[src/rtl/mem_refill_arbiter_if.sv]
// Bundle of the cache-miss and main-memory read signals around the refill arbiter.
// The arbiter connects through 'master'; caches and memory (or a bench) use 'slave'.
interface mem_refill_arbiter_if #(
  parameter int ADDR_W  = 32,
  parameter int BLOCK_W = 64
);
  logic               I_MISS;
  logic [ADDR_W-1:0]  I_ADDR;
  logic               I_FILL;
  logic [BLOCK_W-1:0] I_DATA;
  logic               D_MISS;
  logic [ADDR_W-1:0]  D_ADDR;
  logic               D_FILL;
  logic [BLOCK_W-1:0] D_DATA;
  logic               MM_REQ;
  logic [ADDR_W-1:0]  MM_ADDR;
  logic               MM_ACK;
  logic [BLOCK_W-1:0] MM_RDATA;

  modport master (
    input  I_MISS, I_ADDR, D_MISS, D_ADDR, MM_ACK, MM_RDATA,
    output I_FILL, I_DATA, D_FILL, D_DATA, MM_REQ, MM_ADDR
  );

  modport slave (
    output I_MISS, I_ADDR, D_MISS, D_ADDR, MM_ACK, MM_RDATA,
    input  I_FILL, I_DATA, D_FILL, D_DATA, MM_REQ, MM_ADDR
  );
endinterface

[src/rtl/mem_refill_arbiter.sv]
// Round-robin arbiter sharing one main-memory read port between the I-cache and
// D-cache refill paths. One transaction outstanding: IDLE -> REQ -> FILL -> HOLD.
// A request with no ack for TIMEOUT_CYC cycles is aborted. Keeps saturating stats.
module mem_refill_arbiter #(
  parameter int ADDR_W      = 32,
  parameter int BLOCK_W     = 64,
  parameter int TIMEOUT_CYC = 1023,
  parameter int CNT_W       = 20
) (
  input  logic                CLK,
  input  logic                RESET,
  mem_refill_arbiter_if.master bus,
  output logic                BUSY,
  output logic                GRANT_D,
  output logic                TIMEOUT_ERR,
  output logic [CNT_W-1:0]    CNT_I_REFILL,
  output logic [CNT_W-1:0]    CNT_D_REFILL,
  output logic [CNT_W-1:0]    CNT_TIMEOUT
);

  localparam int              TMR_W    = (TIMEOUT_CYC > 1) ? $clog2(TIMEOUT_CYC) : 1;
  localparam logic [TMR_W-1:0] TMR_LAST = TMR_W'(TIMEOUT_CYC - 1);

  typedef enum logic [1:0] {S_IDLE, S_REQ, S_FILL, S_HOLD} state_t;

  state_t             state_q, state_d;
  logic               mm_req_q, mm_req_d;
  logic [ADDR_W-1:0]  mm_addr_q, mm_addr_d;
  logic               i_fill_q, i_fill_d;
  logic               d_fill_q, d_fill_d;
  logic [BLOCK_W-1:0] i_data_q, i_data_d;
  logic [BLOCK_W-1:0] d_data_q, d_data_d;
  logic               grant_d_q, grant_d_d;
  logic               last_grant_q, last_grant_d;
  logic [TMR_W-1:0]   timer_q, timer_d;
  logic               busy_q, busy_d;
  logic               timeout_err_q, timeout_err_d;
  logic [CNT_W-1:0]   cnt_i_q, cnt_i_d;
  logic [CNT_W-1:0]   cnt_d_q, cnt_d_d;
  logic [CNT_W-1:0]   cnt_t_q, cnt_t_d;
  logic               win_d;
  logic [ADDR_W-1:0]  win_addr;

  // Counters stick at all-ones instead of wrapping.
  function automatic logic [CNT_W-1:0] sat_inc(input logic [CNT_W-1:0] v);
    return (&v) ? v : v + CNT_W'(1);
  endfunction

  // Next-state, arbitration and registered-output computation.
  always_comb begin
    state_d       = state_q;
    mm_req_d      = mm_req_q;
    mm_addr_d     = mm_addr_q;
    i_fill_d      = 1'b0;
    d_fill_d      = 1'b0;
    i_data_d      = i_data_q;
    d_data_d      = d_data_q;
    grant_d_d     = grant_d_q;
    last_grant_d  = last_grant_q;
    timer_d       = timer_q;
    timeout_err_d = 1'b0;
    cnt_i_d       = cnt_i_q;
    cnt_d_d       = cnt_d_q;
    cnt_t_d       = cnt_t_q;
    // D wins when it is the only requester, or on a tie when I went last.
    win_d         = bus.D_MISS && (!bus.I_MISS || !last_grant_q);
    win_addr      = win_d ? bus.D_ADDR : bus.I_ADDR;

    case (state_q)
      S_IDLE: begin
        if (bus.I_MISS || bus.D_MISS) begin
          grant_d_d    = win_d;
          last_grant_d = win_d;
          mm_addr_d    = {win_addr[ADDR_W-1:3], 3'b000};
          mm_req_d     = 1'b1;
          timer_d      = '0;
          state_d      = S_REQ;
        end
      end
      S_REQ: begin
        if (bus.MM_ACK) begin
          if (grant_d_q) begin
            d_data_d = bus.MM_RDATA;
            d_fill_d = 1'b1;
            cnt_d_d  = sat_inc(cnt_d_q);
          end else begin
            i_data_d = bus.MM_RDATA;
            i_fill_d = 1'b1;
            cnt_i_d  = sat_inc(cnt_i_q);
          end
          mm_req_d = 1'b0;
          state_d  = S_FILL;
        end else if (timer_q == TMR_LAST) begin
          mm_req_d      = 1'b0;
          timeout_err_d = 1'b1;
          cnt_t_d       = sat_inc(cnt_t_q);
          state_d       = S_HOLD;
        end else begin
          timer_d = timer_q + TMR_W'(1);
        end
      end
      // Fill strobe is visible during this state; nothing else to do.
      S_FILL:  state_d = S_HOLD;
      // Dead cycle lets the cache drop its miss before we arbitrate again.
      S_HOLD:  state_d = S_IDLE;
      default: state_d = S_IDLE;
    endcase

    busy_d = (state_d != S_IDLE);
  end

  // State and output registers, cleared asynchronously by RESET.
  always_ff @(posedge CLK or posedge RESET) begin
    if (RESET) begin
      state_q       <= S_IDLE;
      mm_req_q      <= 1'b0;
      mm_addr_q     <= '0;
      i_fill_q      <= 1'b0;
      d_fill_q      <= 1'b0;
      i_data_q      <= '0;
      d_data_q      <= '0;
      grant_d_q     <= 1'b0;
      last_grant_q  <= 1'b1;
      timer_q       <= '0;
      busy_q        <= 1'b0;
      timeout_err_q <= 1'b0;
      cnt_i_q       <= '0;
      cnt_d_q       <= '0;
      cnt_t_q       <= '0;
    end else begin
      state_q       <= state_d;
      mm_req_q      <= mm_req_d;
      mm_addr_q     <= mm_addr_d;
      i_fill_q      <= i_fill_d;
      d_fill_q      <= d_fill_d;
      i_data_q      <= i_data_d;
      d_data_q      <= d_data_d;
      grant_d_q     <= grant_d_d;
      last_grant_q  <= last_grant_d;
      timer_q       <= timer_d;
      busy_q        <= busy_d;
      timeout_err_q <= timeout_err_d;
      cnt_i_q       <= cnt_i_d;
      cnt_d_q       <= cnt_d_d;
      cnt_t_q       <= cnt_t_d;
    end
  end

  assign bus.MM_REQ   = mm_req_q;
  assign bus.MM_ADDR  = mm_addr_q;
  assign bus.I_FILL   = i_fill_q;
  assign bus.I_DATA   = i_data_q;
  assign bus.D_FILL   = d_fill_q;
  assign bus.D_DATA   = d_data_q;
  assign BUSY         = busy_q;
  assign GRANT_D      = grant_d_q;
  assign TIMEOUT_ERR  = timeout_err_q;
  assign CNT_I_REFILL = cnt_i_q;
  assign CNT_D_REFILL = cnt_d_q;
  assign CNT_TIMEOUT  = cnt_t_q;

endmodule

[src/flat_wrapper.sv]
// flat-port wrapper written by rule: the top's interface ports become plain ports
module mem_refill_arbiter_flat 
#(
  parameter int ADDR_W      = 32,
  parameter int BLOCK_W     = 64,
  parameter int TIMEOUT_CYC = 1023,
  parameter int CNT_W       = 20
)
  (CLK, RESET, BUSY, GRANT_D, TIMEOUT_ERR, CNT_I_REFILL, CNT_D_REFILL, CNT_TIMEOUT, bus_I_MISS, bus_I_ADDR, bus_D_MISS, bus_D_ADDR, bus_MM_ACK, bus_MM_RDATA, bus_I_FILL, bus_I_DATA, bus_D_FILL, bus_D_DATA, bus_MM_REQ, bus_MM_ADDR);
  mem_refill_arbiter_if #(.ADDR_W(ADDR_W), .BLOCK_W(BLOCK_W)) bus_i ();
  input  logic CLK;
  input  logic RESET;
  output logic BUSY;
  output logic GRANT_D;
  output logic TIMEOUT_ERR;
  output logic [CNT_W-1:0] CNT_I_REFILL;
  output logic [CNT_W-1:0] CNT_D_REFILL;
  output logic [CNT_W-1:0] CNT_TIMEOUT;
  input wire logic [$bits(bus_i.I_MISS)-1:0] bus_I_MISS;
  input wire logic [$bits(bus_i.I_ADDR)-1:0] bus_I_ADDR;
  input wire logic [$bits(bus_i.D_MISS)-1:0] bus_D_MISS;
  input wire logic [$bits(bus_i.D_ADDR)-1:0] bus_D_ADDR;
  input wire logic [$bits(bus_i.MM_ACK)-1:0] bus_MM_ACK;
  input wire logic [$bits(bus_i.MM_RDATA)-1:0] bus_MM_RDATA;
  output wire logic [$bits(bus_i.I_FILL)-1:0] bus_I_FILL;
  output wire logic [$bits(bus_i.I_DATA)-1:0] bus_I_DATA;
  output wire logic [$bits(bus_i.D_FILL)-1:0] bus_D_FILL;
  output wire logic [$bits(bus_i.D_DATA)-1:0] bus_D_DATA;
  output wire logic [$bits(bus_i.MM_REQ)-1:0] bus_MM_REQ;
  output wire logic [$bits(bus_i.MM_ADDR)-1:0] bus_MM_ADDR;
  assign bus_i.I_MISS = bus_I_MISS;
  assign bus_i.I_ADDR = bus_I_ADDR;
  assign bus_i.D_MISS = bus_D_MISS;
  assign bus_i.D_ADDR = bus_D_ADDR;
  assign bus_i.MM_ACK = bus_MM_ACK;
  assign bus_i.MM_RDATA = bus_MM_RDATA;
  assign bus_I_FILL = bus_i.I_FILL;
  assign bus_I_DATA = bus_i.I_DATA;
  assign bus_D_FILL = bus_i.D_FILL;
  assign bus_D_DATA = bus_i.D_DATA;
  assign bus_MM_REQ = bus_i.MM_REQ;
  assign bus_MM_ADDR = bus_i.MM_ADDR;
  mem_refill_arbiter #(.ADDR_W(ADDR_W), .BLOCK_W(BLOCK_W), .TIMEOUT_CYC(TIMEOUT_CYC), .CNT_W(CNT_W)) u_core (.CLK(CLK), .RESET(RESET), .bus(bus_i), .BUSY(BUSY), .GRANT_D(GRANT_D), .TIMEOUT_ERR(TIMEOUT_ERR), .CNT_I_REFILL(CNT_I_REFILL), .CNT_D_REFILL(CNT_D_REFILL), .CNT_TIMEOUT(CNT_TIMEOUT));
endmodule
[config.mk]
export PLATFORM = sky130hd
export DESIGN_NAME = mem_refill_arbiter_flat
export DESIGN_NICKNAME = d
export VERILOG_FILES = /design/src/rtl/mem_refill_arbiter_if.sv /design/src/rtl/mem_refill_arbiter.sv /design/src/flat_wrapper.sv
export SDC_FILE = /design/constraint.sdc
export NUM_CORES = 1
export LEC_CHECK = 0
export CORE_ASPECT_RATIO = 1.1
export CORE_MARGIN = 5
export CORE_UTILIZATION = 48
export DETAILED_ROUTE_END_ITERATION = 10
export PLACE_DENSITY = 0.9
export SLEW_MARGIN = 20
export SYNTH_ARGS = -nofsm -noshare
export SYNTH_HDL_FRONTEND = slang
export SYNTH_SLANG_ARGS = --single-unit
[constraint.sdc]
create_clock -name CLK -period 12.3 [get_ports CLK]
set_input_delay 1.845 -clock CLK [delete_from_list [all_inputs] [get_ports CLK]]
set_output_delay 1.845 -clock CLK [all_outputs]
set_load 0.02 [all_outputs]
==> reports/results.txt <==
Unique masters post-synth -> 57
ys async rst share -> 1.000
post-route ant nets -> 0
clk root buf -> clkbuf_16
final core utilization -> 0.7087
Std-Cell Rows -> 55
Seq/Total Area, Yosys -> 0.5987
DR pass1 iterations -> 5
Max rail drop VDD -> 0.1834 mV
setup bufs post-CTS -> 0
worst path bufs/invs -> 4
top_reg_cell synth -> dfrtp_1
Post-DP HPWL -> 19,870 um
Worst setup EP type -> flop
minimum clock period -> 4.324 ns
most used cell along the critical path -> buf_4
crit path DAT -> 4.74 ns
top cell family by delay on the critical path -> buffers and inverters
Setup Skew -> 0.009904 ns
TritonCTS Buffers -> 25
Cells after Synth -> 880
Placed Cells -> 1,451
area grow syn2layout -> 46.81%
most common cell after layout, fill and taps aside -> clkdlybuf4s50_1
RSZ-0062 raised after global routing -> false
TritonCTS clock tree -> yes
FF/Latch Area -> 0.005907 mm2
final wirelength -> 28,030 um
vias in the first global route -> 8,381
yosys warns -> 0
Tot GR Track Use -> 0.2349
grt ovf -> 0
startpoint types -> input pin
Initial Util -> 0.4827
Leak -> 0.006475 uW
clock network power share -> 0.231
Post-Layout Cell Count -> 1,496
Via Count -> 7,913
Tcrit/Tclk final -> 0.3515
Internal -> 2256 uW
critical path class -> in -> reg
die height -> 160.4 um
GPL Wtd Cong -> 0.8022
EDFF count, synth -> 0
number of synthesized register bits -> 236
min-delay worst type -> reg -> reg
vias per cell -> 5.289
antenna violations before repair -> 0
max incr delay on CP -> 0.59 ns
Reg power frac -> 0.352
Place WS -> 7.448 ns
multi-input logic area -> 0.003779 mm2
Filler Cell Count -> 1,415
cts-stage hold buffer count -> 0
Finish-stage setup viols -> 0
die width -> 146.7 um
outcome -> finished, final reports clean
CTS H-tree lvls -> 1
final hold viol count -> 0
Synth Cell Area -> 0.009866 mm2
n_diodes -> 0
DIE AREA -> 0.02352 mm2
worst setup margin -> 7.976 ns
pwr dens -> 241.5 mW/mm2
net switching power figure -> 1242 uW
clk_lat worst skew -> 0.51 ns
drt wl/cell -> 18.74 um
Gate power share -> 0.417
clock sinks -> 236
core area -> 0.02044 mm2
top achievable clock speed -> 231.3 MHz
total negative slack -> 0 ns
initial DRC count -> 330
Max-slew headroom -> 0.3463
share of layout cells above drive strength 1 -> 0.1129
NumNets Final -> 1,360
Tot Pwr -> 3498 uW
Mapped Avg Cell Area -> 11.21 um2
Cell Chain, Critical Path -> clkdlybuf4s50_1, nand4bb_4, buf_4, inv_2, buf_4, a21oi_1, a31oi_1
Worst-path clk slew -> 0.06 ns
commonest cells after routing, fill and taps aside -> clkdlybuf4s50_1 (349), nand2_1 (244), dfrtp_1 (235)
cts repair resizes -> 0
PortBufs -> 349
CTS Buffer Depth -> 3
switching share of total power -> 0.3551
final max-slew violation count -> 0
max cap viols -> 0
Worst-Margin Slew -> 0.9805 ns
first-pass GRT wire length -> 44,920 um
pin count of the biggest net entering global routing -> 83
Max FO, Critical Path -> 50
DR DRC count -> 0
Slowest-stage cell, CP -> clkdlybuf4s50_1
I/O pin total -> 359
Req. time, crit path -> 12.72 ns
## final cells by class
class / count / area share
Sequential cell: 236 / 0.4078
Multi-Input combinational cell: 596 / 0.2609
Timing Repair Buffer: 356 / 0.2451
Clock buffer: 39 / 0.05235
Tap cell: 256 / 0.02211
Clock inverter: 6 / 0.009416
Inverter: 7 / 0.002332
## cell usage after synthesis, types with 2 or more instances
cell type	number	area [um2]
o211ai_1	2	15.01
inv_1	7	26.28
nand3_1	33	165.2
and4_1	6	52.55
a21oi_1	5	25.02
nor3_1	11	55.05
o21ai_0	38	190.2
xor2_1	18	157.7
clkbuf_1	20	75.07
nand3b_1	2	15.01
a31o_2	2	17.52
or2_2	2	12.51
or3_1	2	12.51
mux2_2	70	788.3
nand4_1	22	137.6
o21a_1	2	15.01
xnor2_1	35	306.5
a31oi_1	5	31.28
dfrtp_1	235	5881
mux2i_1	30	300.3
ha_1	5	62.56
nor2_1	17	63.81
nor4_1	2	12.51
nand2_1	244	915.9
and2_1	2	12.51
nor4_4	2	42.54
buf_6	2	22.52
buf_2	12	60.06
and3_1	10	62.56
buf_4	3	22.52
buf_1	5	18.77
nand2b_1	3	18.77
nor3b_1	2	15.01
## registers in the layout (all words and copies together) (netlist names)
| name | flops |
|---|---|
| u_core.BUSY | 1 |
| u_core.CNT_D_REFILL | 20 |
| u_core.CNT_I_REFILL | 20 |
| u_core.CNT_TIMEOUT | 20 |
| u_core.GRANT_D | 1 |
| u_core.TIMEOUT_ERR | 1 |
| u_core.bus.D_DATA | 64 |
| u_core.bus.D_FILL | 1 |
| u_core.bus.I_DATA | 64 |
| u_core.bus.I_FILL | 1 |
| u_core.bus.MM_ADDR | 29 |
| u_core.bus.MM_REQ | 1 |
| u_core.last_grant_q | 1 |
| u_core.state_q | 2 |
| u_core.timer_q | 10 |
## worst min-delay path: stages, from the launching register on
cell and delay (ns):
dfrtp_1 0.33, nand2_1 0.05, nand2_1 0.05
## through the flow
stage               cell area, um2  hold slack [ns]
floorplan                     9873           0.4812
global placement             13590           0.4577
detailed placement           13590           0.4609
CTS                          14480           0.4761
global route                 14480           0.4976
finish                       14480           0.4702
## power by group through the flow
| stage | Clock, uW | Combinational, uW | Sequential [uW] |
|---|---|---|---|
| 2_1_floorplan | 0 | 408 | 1550 |
| 3_3_place_gp | 0 | 1430 | 1220 |
| 3_5_place_dp | 0 | 1460 | 1240 |
| 4_1_cts | 823 | 1480 | 1230 |
| 5_1_grt | 858 | 1560 | 1270 |
| 6_report | 808 | 1460 | 1230 |
## final timing paths
| kind | to | slack, ns | from | depth (start not counted) |
|---|---|---|---|---|
| min | u_core.bus.I_DATA[44] | 0.47 | u_core.bus.I_DATA[44] | 2 |
| max in group asynchronous | u_core.CNT_TIMEOUT[12] | 9.06 | RESET | 3 |
| max reg2reg | u_core.CNT_I_REFILL[2] | 9.34 | u_core.state_q[1] | 6 |
| max | u_core.CNT_I_REFILL[2] | 7.98 | bus_MM_ACK | 7 |
| min in group asynchronous | u_core.CNT_I_REFILL[12] | 1.83 | RESET | 2 |
| min reg2reg | u_core.bus.I_DATA[44] | 0.47 | u_core.bus.I_DATA[44] | 2 |
## metal layers
metal | wire (um) | global-route usage
met3 | 1984 | 0.05277
met1 | 10330 | 0.2741
met2 | 14260 | 0.4117
met5 | 0 | 0
met4 | 1455 | 0.1095
## cell families (layout without fill, tap and decap cells)
kind of cell / count (synthesis) / count (layout) / synth area share
simple gates: 373 / 373 / 0.1765
other cells: 1 / 3 / 0.0003801
compound gates: 61 / 61 / 0.03576
fa+ha+maj: 5 / 5 / 0.006341
flops: 236 / 236 / 0.5987
mux: 101 / 101 / 0.1119
buf+inv: 50 / 408 / 0.02334
xor+xnor: 53 / 53 / 0.04705
(Power assumes the default switching activity.)
